[src/rtl/elevator_pkg.sv]
// -----------------------------------------------------------------------------
// elevator_pkg
// Shared types and constants for the elevator input conditioner.
//   deb_state_e        : per-channel debounce FSM state
//   NUM_FLOORS         : floors served (one request channel per floor and kind)
//   STUCK_*_LSB        : base bit of each request group inside the stuck vector
// Optional feature macro used by the importing files: ELEV_STUCK_DETECT_EN.
// -----------------------------------------------------------------------------
package elevator_pkg;

    localparam int unsigned NUM_FLOORS       = 4;
    localparam int unsigned NUM_REQ_CHANNELS = 3 * NUM_FLOORS;

    localparam int unsigned STUCK_CABIN_LSB  = 0;
    localparam int unsigned STUCK_EXT_UP_LSB = 4;
    localparam int unsigned STUCK_EXT_DN_LSB = 8;

    typedef enum logic [1:0] {
        STABLE_LO = 2'd0,
        PEND_HI   = 2'd1,
        STABLE_HI = 2'd2,
        PEND_LO   = 2'd3
    } deb_state_e;

endpackage

[src/rtl/debounce_channel.sv]
// -----------------------------------------------------------------------------
// debounce_channel
// One conditioned input: synchronizer chain, 4-state debounce FSM with a
// saturating stability counter, rising-edge request pulse and (when the build
// defines ELEV_STUCK_DETECT_EN) a stuck-high detector.
// Ports:
//   clk_i    : system clock
//   rst_i    : asynchronous active-high reset
//   raw_i    : raw switch level (polarity given by RAW_IDLE)
//   level_o  : debounced active-high level
//   pulse_o  : one-cycle pulse the cycle after level_o rises
//   stuck_o  : level has been high too long (0 when detection is not built)
// Parameters:
//   RAW_IDLE    : inactive raw level; 1 marks an active-low input
//   FAST_ATTACK : accept a high sample at once, debounce only the release
// -----------------------------------------------------------------------------
module debounce_channel
    import elevator_pkg::*;
#(
    parameter int unsigned DEBOUNCE_CYCLES = 1000000,
    parameter int unsigned SYNC_STAGES     = 2,
    parameter bit          RAW_IDLE        = 1'b0,
    parameter bit          FAST_ATTACK     = 1'b0
`ifdef ELEV_STUCK_DETECT_EN
    ,
    parameter int unsigned STUCK_CYCLES    = 500000000,
    parameter bit          STUCK_EN        = 1'b0
`endif
) (
    input  logic clk_i,
    input  logic rst_i,
    input  logic raw_i,
    output logic level_o,
    output logic pulse_o,
    output logic stuck_o
);

    localparam int unsigned      CNT_W         = $clog2(DEBOUNCE_CYCLES);
    localparam logic [CNT_W-1:0] CNT_MAX       = CNT_W'(DEBOUNCE_CYCLES - 1);
    // Counter value on the sample that completes the stable run.
    localparam logic [CNT_W-1:0] CNT_LAST_PEND = CNT_W'(DEBOUNCE_CYCLES - 2);

    logic [SYNC_STAGES-1:0] sync_q;
    logic                   sample;
    deb_state_e             state_q;
    logic [CNT_W-1:0]       cnt_q;
    logic                   level_q;
    logic                   level_prev_q;
    logic                   pulse_q;
    logic                   stuck_flag;

    always_ff @(posedge clk_i or posedge rst_i) begin
        if (rst_i) begin
            sync_q <= {SYNC_STAGES{RAW_IDLE}};
        end else begin
            sync_q <= {sync_q[SYNC_STAGES-2:0], raw_i};
        end
    end

    // Internal polarity is always active-high.
    assign sample = sync_q[SYNC_STAGES-1] ^ RAW_IDLE;

    always_ff @(posedge clk_i or posedge rst_i) begin
        if (rst_i) begin
            state_q      <= STABLE_LO;
            cnt_q        <= '0;
            level_q      <= 1'b0;
            level_prev_q <= 1'b0;
            pulse_q      <= 1'b0;
        end else begin
            level_prev_q <= level_q;
            pulse_q      <= level_q & ~level_prev_q & ~stuck_flag;
            unique case (state_q)
                STABLE_LO: begin
                    if (sample) begin
                        cnt_q <= '0;
                        if (FAST_ATTACK) begin
                            state_q <= STABLE_HI;
                            level_q <= 1'b1;
                        end else begin
                            state_q <= PEND_HI;
                        end
                    end
                end
                PEND_HI: begin
                    if (!sample) begin
                        state_q <= STABLE_LO;
                    end else if (cnt_q == CNT_LAST_PEND) begin
                        cnt_q   <= CNT_MAX;
                        state_q <= STABLE_HI;
                        level_q <= 1'b1;
                    end else if (cnt_q != CNT_MAX) begin
                        cnt_q <= cnt_q + 1'b1;
                    end
                end
                STABLE_HI: begin
                    if (!sample) begin
                        cnt_q   <= '0;
                        state_q <= PEND_LO;
                    end
                end
                PEND_LO: begin
                    if (sample) begin
                        state_q <= STABLE_HI;
                    end else if (cnt_q == CNT_LAST_PEND) begin
                        cnt_q   <= CNT_MAX;
                        state_q <= STABLE_LO;
                        level_q <= 1'b0;
                    end else if (cnt_q != CNT_MAX) begin
                        cnt_q <= cnt_q + 1'b1;
                    end
                end
                default: begin
                    state_q <= STABLE_LO;
                end
            endcase
        end
    end

`ifdef ELEV_STUCK_DETECT_EN
    if (STUCK_EN) begin : g_stuck
        localparam int unsigned       SCNT_W    = $clog2(STUCK_CYCLES);
        localparam logic [SCNT_W-1:0] SCNT_LAST = SCNT_W'(STUCK_CYCLES - 1);

        logic [SCNT_W-1:0] scnt_q;
        logic              stuck_q;
        logic              fall_now;

        // Debounced level drops at this edge; clear in the same cycle it falls.
        assign fall_now = (state_q == PEND_LO) && !sample && (cnt_q == CNT_LAST_PEND);

        always_ff @(posedge clk_i or posedge rst_i) begin
            if (rst_i) begin
                scnt_q  <= '0;
                stuck_q <= 1'b0;
            end else if (!level_q || fall_now) begin
                scnt_q  <= '0;
                stuck_q <= 1'b0;
            end else if (scnt_q == SCNT_LAST) begin
                stuck_q <= 1'b1;
            end else begin
                scnt_q <= scnt_q + 1'b1;
            end
        end

        assign stuck_flag = stuck_q;
    end else begin : g_no_stuck
        assign stuck_flag = 1'b0;
    end
`else
    assign stuck_flag = 1'b0;
`endif

    // Fast-attack channels follow the synchronized sample directly on assertion.
    assign level_o = FAST_ATTACK ? (level_q | sample) : level_q;
    assign pulse_o = pulse_q;
    assign stuck_o = stuck_flag;

endmodule

[src/rtl/elevator_input_conditioner.sv]
// -----------------------------------------------------------------------------
// elevator_input_conditioner
// Synchronizes and debounces the 15 raw elevator inputs.
// Ports:
//   CLOCK_50                   : 50 MHz system clock
//   reset                      : asynchronous active-high reset
//   cabin_key_n[3:0]           : raw cabin buttons, active-low, bit i = floor i
//   ext_up_sw/ext_dn_sw[3:0]   : raw hall-call switches, active-high
//   emergency_sw/overload_sw/door_hold_sw : raw control switches, active-high
//   cabin_req/ext_up_req/ext_dn_req[3:0]  : one-cycle request pulses per floor
//   emergency/overload/door_hold          : conditioned levels
//   stuck[11:0]                : stuck flags, [3:0] cabin, [7:4] up, [11:8] down
// Build option: define ELEV_STUCK_DETECT_EN to build stuck detection; otherwise
// stuck is constant 0 and pulses are never suppressed.
// -----------------------------------------------------------------------------
module elevator_input_conditioner
    import elevator_pkg::*;
#(
    parameter int unsigned DEBOUNCE_CYCLES = 1000000,
    parameter int unsigned SYNC_STAGES     = 2,
    parameter int unsigned STUCK_CYCLES    = 500000000
) (
    input  logic        CLOCK_50,
    input  logic        reset,
    input  logic [3:0]  cabin_key_n,
    input  logic [3:0]  ext_up_sw,
    input  logic [3:0]  ext_dn_sw,
    input  logic        emergency_sw,
    input  logic        overload_sw,
    input  logic        door_hold_sw,
    output logic [3:0]  cabin_req,
    output logic [3:0]  ext_up_req,
    output logic [3:0]  ext_dn_req,
    output logic        emergency,
    output logic        overload,
    output logic        door_hold,
    output logic [11:0] stuck
);

    if (DEBOUNCE_CYCLES < 2 || DEBOUNCE_CYCLES > 32'h00FF_FFFF ||
        SYNC_STAGES < 2 || SYNC_STAGES > 4 || STUCK_CYCLES < 2) begin : g_bad_params
        $error("elevator_input_conditioner: parameter out of legal range");
    end

    logic [NUM_REQ_CHANNELS-1:0] req_raw;
    logic [NUM_REQ_CHANNELS-1:0] req_pulse;
    logic [NUM_REQ_CHANNELS-1:0] req_level;
    logic [NUM_REQ_CHANNELS-1:0] req_stuck;
    logic [2:0]                  ctl_raw;
    logic [2:0]                  ctl_level;
    logic [2:0]                  ctl_pulse;
    logic [2:0]                  ctl_stuck;
    logic                        unused_chan_outputs;

    assign req_raw = {ext_dn_sw, ext_up_sw, cabin_key_n};
    assign ctl_raw = {door_hold_sw, overload_sw, emergency_sw};

    for (genvar i = 0; i < NUM_REQ_CHANNELS; i++) begin : g_req
        debounce_channel #(
            .DEBOUNCE_CYCLES (DEBOUNCE_CYCLES),
            .SYNC_STAGES     (SYNC_STAGES),
            .RAW_IDLE        (i < NUM_FLOORS),
            .FAST_ATTACK     (1'b0)
`ifdef ELEV_STUCK_DETECT_EN
            ,
            .STUCK_CYCLES    (STUCK_CYCLES),
            .STUCK_EN        (1'b1)
`endif
        ) u_chan (
            .clk_i   (CLOCK_50),
            .rst_i   (reset),
            .raw_i   (req_raw[i]),
            .level_o (req_level[i]),
            .pulse_o (req_pulse[i]),
            .stuck_o (req_stuck[i])
        );
    end

    // Bit 0 is emergency: asserts on the first high sample, debounced on release.
    for (genvar i = 0; i < 3; i++) begin : g_ctl
        debounce_channel #(
            .DEBOUNCE_CYCLES (DEBOUNCE_CYCLES),
            .SYNC_STAGES     (SYNC_STAGES),
            .RAW_IDLE        (1'b0),
            .FAST_ATTACK     (i == 0)
`ifdef ELEV_STUCK_DETECT_EN
            ,
            .STUCK_CYCLES    (STUCK_CYCLES),
            .STUCK_EN        (1'b0)
`endif
        ) u_chan (
            .clk_i   (CLOCK_50),
            .rst_i   (reset),
            .raw_i   (ctl_raw[i]),
            .level_o (ctl_level[i]),
            .pulse_o (ctl_pulse[i]),
            .stuck_o (ctl_stuck[i])
        );
    end

    assign cabin_req  = req_pulse[STUCK_CABIN_LSB  +: NUM_FLOORS];
    assign ext_up_req = req_pulse[STUCK_EXT_UP_LSB +: NUM_FLOORS];
    assign ext_dn_req = req_pulse[STUCK_EXT_DN_LSB +: NUM_FLOORS];
    assign stuck      = req_stuck;

    assign emergency  = ctl_level[0];
    assign overload   = ctl_level[1];
    assign door_hold  = ctl_level[2];

    // Request levels and control pulses/stuck flags have no consumer.
    assign unused_chan_outputs = ^{req_level, ctl_pulse, ctl_stuck};

endmodule
[config.mk]
export PLATFORM = sky130hd
export DESIGN_NAME = elevator_input_conditioner
export DESIGN_NICKNAME = d
export VERILOG_FILES = /design/src/rtl/elevator_pkg.sv /design/src/rtl/debounce_channel.sv /design/src/rtl/elevator_input_conditioner.sv
export SDC_FILE = /design/constraint.sdc
export NUM_CORES = 1
export LEC_CHECK = 0
export CORE_UTILIZATION = 25
export DETAILED_ROUTE_END_ITERATION = 7
export PLACE_DENSITY = 0.41
export SLEW_MARGIN = 40
export SYNTH_ARGS = -nofsm -noshare
export SYNTH_HDL_FRONTEND = slang
export SYNTH_HIERARCHICAL = 1
export SYNTH_SLANG_ARGS = --single-unit
[constraint.sdc]
create_clock -name CLOCK_50 -period 2.63 [get_ports CLOCK_50]
set_clock_uncertainty 0.2 [all_clocks]
set_input_delay 0.3945 -clock CLOCK_50 [delete_from_list [all_inputs] [get_ports CLOCK_50]]
set_output_delay 0.3945 -clock CLOCK_50 [all_outputs]
set_load 0.05 [all_outputs]
==> summary.txt <==
STA
  • Total negative slack: 0 ns
  • RSZ-0062 raised after global routing: no
  • Max-slew violations: 0
  • Max-Slew Margin vs Limit: 0.538
  • Final period utilization: 0.962
  • Crit path time final: 2.53 ns
  • Maximum clock frequency: 395 MHz
  • Hold Slack: 0.0345 ns
  • Final Setup Violations: 0
  • Hold Vio Cnt, Final: 0
  • Fin worst setup slack: 0.0994 ns
  • Worst-Margin Slew: 0.691 ns

Setup path
  • WS Path Type: reg -> reg
  • Reg-to-reg slack, setup: 0.1 ns
  • Worst Setup EP: g_ctl[1].u_chan/cnt_q[13]
  • Critical Path Source Type: flip-flop
  • Reg-to-reg startpoint: g_ctl[1].u_chan/cnt_q[0]
  • Crit. End Element: flip-flop
  • Critical path required time: 2.93 ns
  • Reg2reg end: g_ctl[1].u_chan/cnt_q[13]
  • Worst R2R Path Depth: 7
  • Crit path arrival time: 2.83 ns
  • Max FO, Critical Path: 9
  • Setup crit start: g_ctl[1].u_chan/cnt_q[0]

Place
  • DP Area: 25200 sq um
  • Placed cells: 3682
  • Post-DP HPWL: 39200 microns
  • Final GP Congestion: around 0.80
  • Port buffer count: 31
  • Post-Place Worst Slack: roughly 0.03 ns

Global routing
  • Overflow after GRT: 0
  • Global-route wire length before repair: ~100000 microns
  • Largest net degree at the start of global routing: 28
  • Number of global-route vias before repair: 19100
  • Total GRT Usage: 0.125
  • Initial antenna violation count: 0

Power
  • P_leak: 11.4 nW
  • Overall power: between 15 and 20 mW
  • Power Dens Cells: 565 nW/um^2
  • Maximum VDD drop: 0.000616 V

CTS
  • H-tree Lvls: 2
  • Clock slew at the register clock pins of the worst setup and hold paths: ~0.06 ns
  • Post-CTS Setup Bufs: 0
  • TritonCTS Buffers: 53
  • TritonCTS clock tree: yes
  • # clock sinks: 399
  • Clock root buffer master: clkbuf_16
  • Clk_lat worst skew: 0.61 ns
  • Bufs on Longest Clock Path: 3

Route
  • WL/cell: about 15 microns
  • Routed Antenna Nets: 0
  • Via density per instance: 5.12
  • Drt first pass iters: 5
  • DR vias: about 19000
  • Drc violations: 0
  • DRT Wirelength: slightly below 60000 microns
  • Initial detailed-routing violation count: between 1000 and 1500

Worst hold path
  • HP Class: in -> reg

Cells and area
  • Nets: 2616
  • Share of layout cells above drive strength 1: 0.147
  • Fin util: 0.302
  • Post-Layout Inst Area: 27200 sq um
  • Area Overhead vs Synth: 19.4%
  • Commonest non-fill, non-tap cell in the layout: dfrtp_1
  • Fin cells: between 3000 and 4000
  • Most frequent cells in the layout: dfrtp_1, nand2_1, a21oi_1
  • Fillers: 9265

Die
  • Num rows: 110
  • Die height: roughly 300 microns
  • Initial Util: 0.253
  • Die Span X: between 300 and 400 microns
  • Io pins: 44
  • Die area: 92400 sq um
  • Core Footprint: 90100 sq um

Flow run
  • Max Cap Violations: 0

Outcome
  • Outcome: completed

Synthesis
  • Syn nets: 2452
  • Mapped Cells: 2405
  • Post-Syn Area per Cell: 9.48 sq um
  • Synth Warn #: 6
  • Cell Area, Synth: between 20000 and 25000 sq um
-- worst min path at each step --
stage / slack [ns] / from / end / cells after the start
2_1_floorplan: 0.13 / g_ctl[0].u_chan/sync_q[0] / g_ctl[0].u_chan/sync_q[1] / 0
3_3_place_gp: 0.14 / g_req[4].u_chan/sync_q[0] / g_req[4].u_chan/sync_q[1] / 0
3_5_place_dp: 0.14 / g_req[9].u_chan/sync_q[0] / g_req[9].u_chan/sync_q[1] / 0
4_1_cts: 0.002 / ext_dn_sw[0] / g_req[8].u_chan/sync_q[0] / 1
5_1_grt: 0.004 / cabin_key_n[1] / g_req[1].u_chan/sync_q[0] / 1
6_report: 0.03 / cabin_key_n[1] / g_req[1].u_chan/sync_q[0] / 1
-- flip-flops by register name, summed over array words and instances, names as in the netlist, named ones only --
name                       flops
g_ctl.u_chan/level_q           1
g_ctl.u_chan/level_o           2
g_ctl.u_chan/state_q           4
g_req.u_chan/level_o          12
g_ctl.u_chan/cnt_q            60
g_req.u_chan/sync_q           24
g_req.u_chan/level_prev_q     12
g_ctl.u_chan/sync_q            6
g_req.u_chan/pulse_o          12
g_req.u_chan/cnt_q           240
g_req.u_chan/state_q          12
-- worst max-delay path, stage by stage (launching register included) --
cell and delay, ns:
dfrtp_1 0.43, inv_1 0.12, ha_1 0.17, inv_1 0.07, or4b_4 0.55, or2_0 0.42, a31o_1 0.30, a21o_1 0.17
-- layer usage --
metal  global-route usage  up-vias  wire, microns
li1                     -     9476              -
met1                0.170     9549          28100
met2                0.203      303          26500
met3               0.0190       88           1960
met4               0.0379        0           1290
met5                    0        -              0
-- power breakdown --
part | internal, mW | switching, mW | total, mW
logic | 0.358 | 0.665 | 1.02
registers | 6.27 | 0.185 | 6.45
clock network | 4.99 | 2.90 | 7.89
total | 11.6 | 3.75 | 15.4
-- cell type report --
class | count | area, sq um | area share
diodes | 1 | 2.50 | 0.0000919
clock buffers | 79 | 1610 | 0.0590
clock inverters | 20 | 332 | 0.0122
inverters | 100 | 375 | 0.0138
multi-input cells | 1811 | 11800 | 0.433
flip-flops and latches | 399 | 9990 | 0.367
well taps | 1176 | 1470 | 0.0540
repair buffers | 204 | 1670 | 0.0612
-- timing repair --
item | 4_1_cts | 5_1_grt
gates resized for setup | 1 | 10
hold buffers | 8 | 0
endpoints found under the setup margin | 1 | 38
hold endpoints to repair | 8 | 0
No activity file was read; power rests on OpenSTA's default activity.
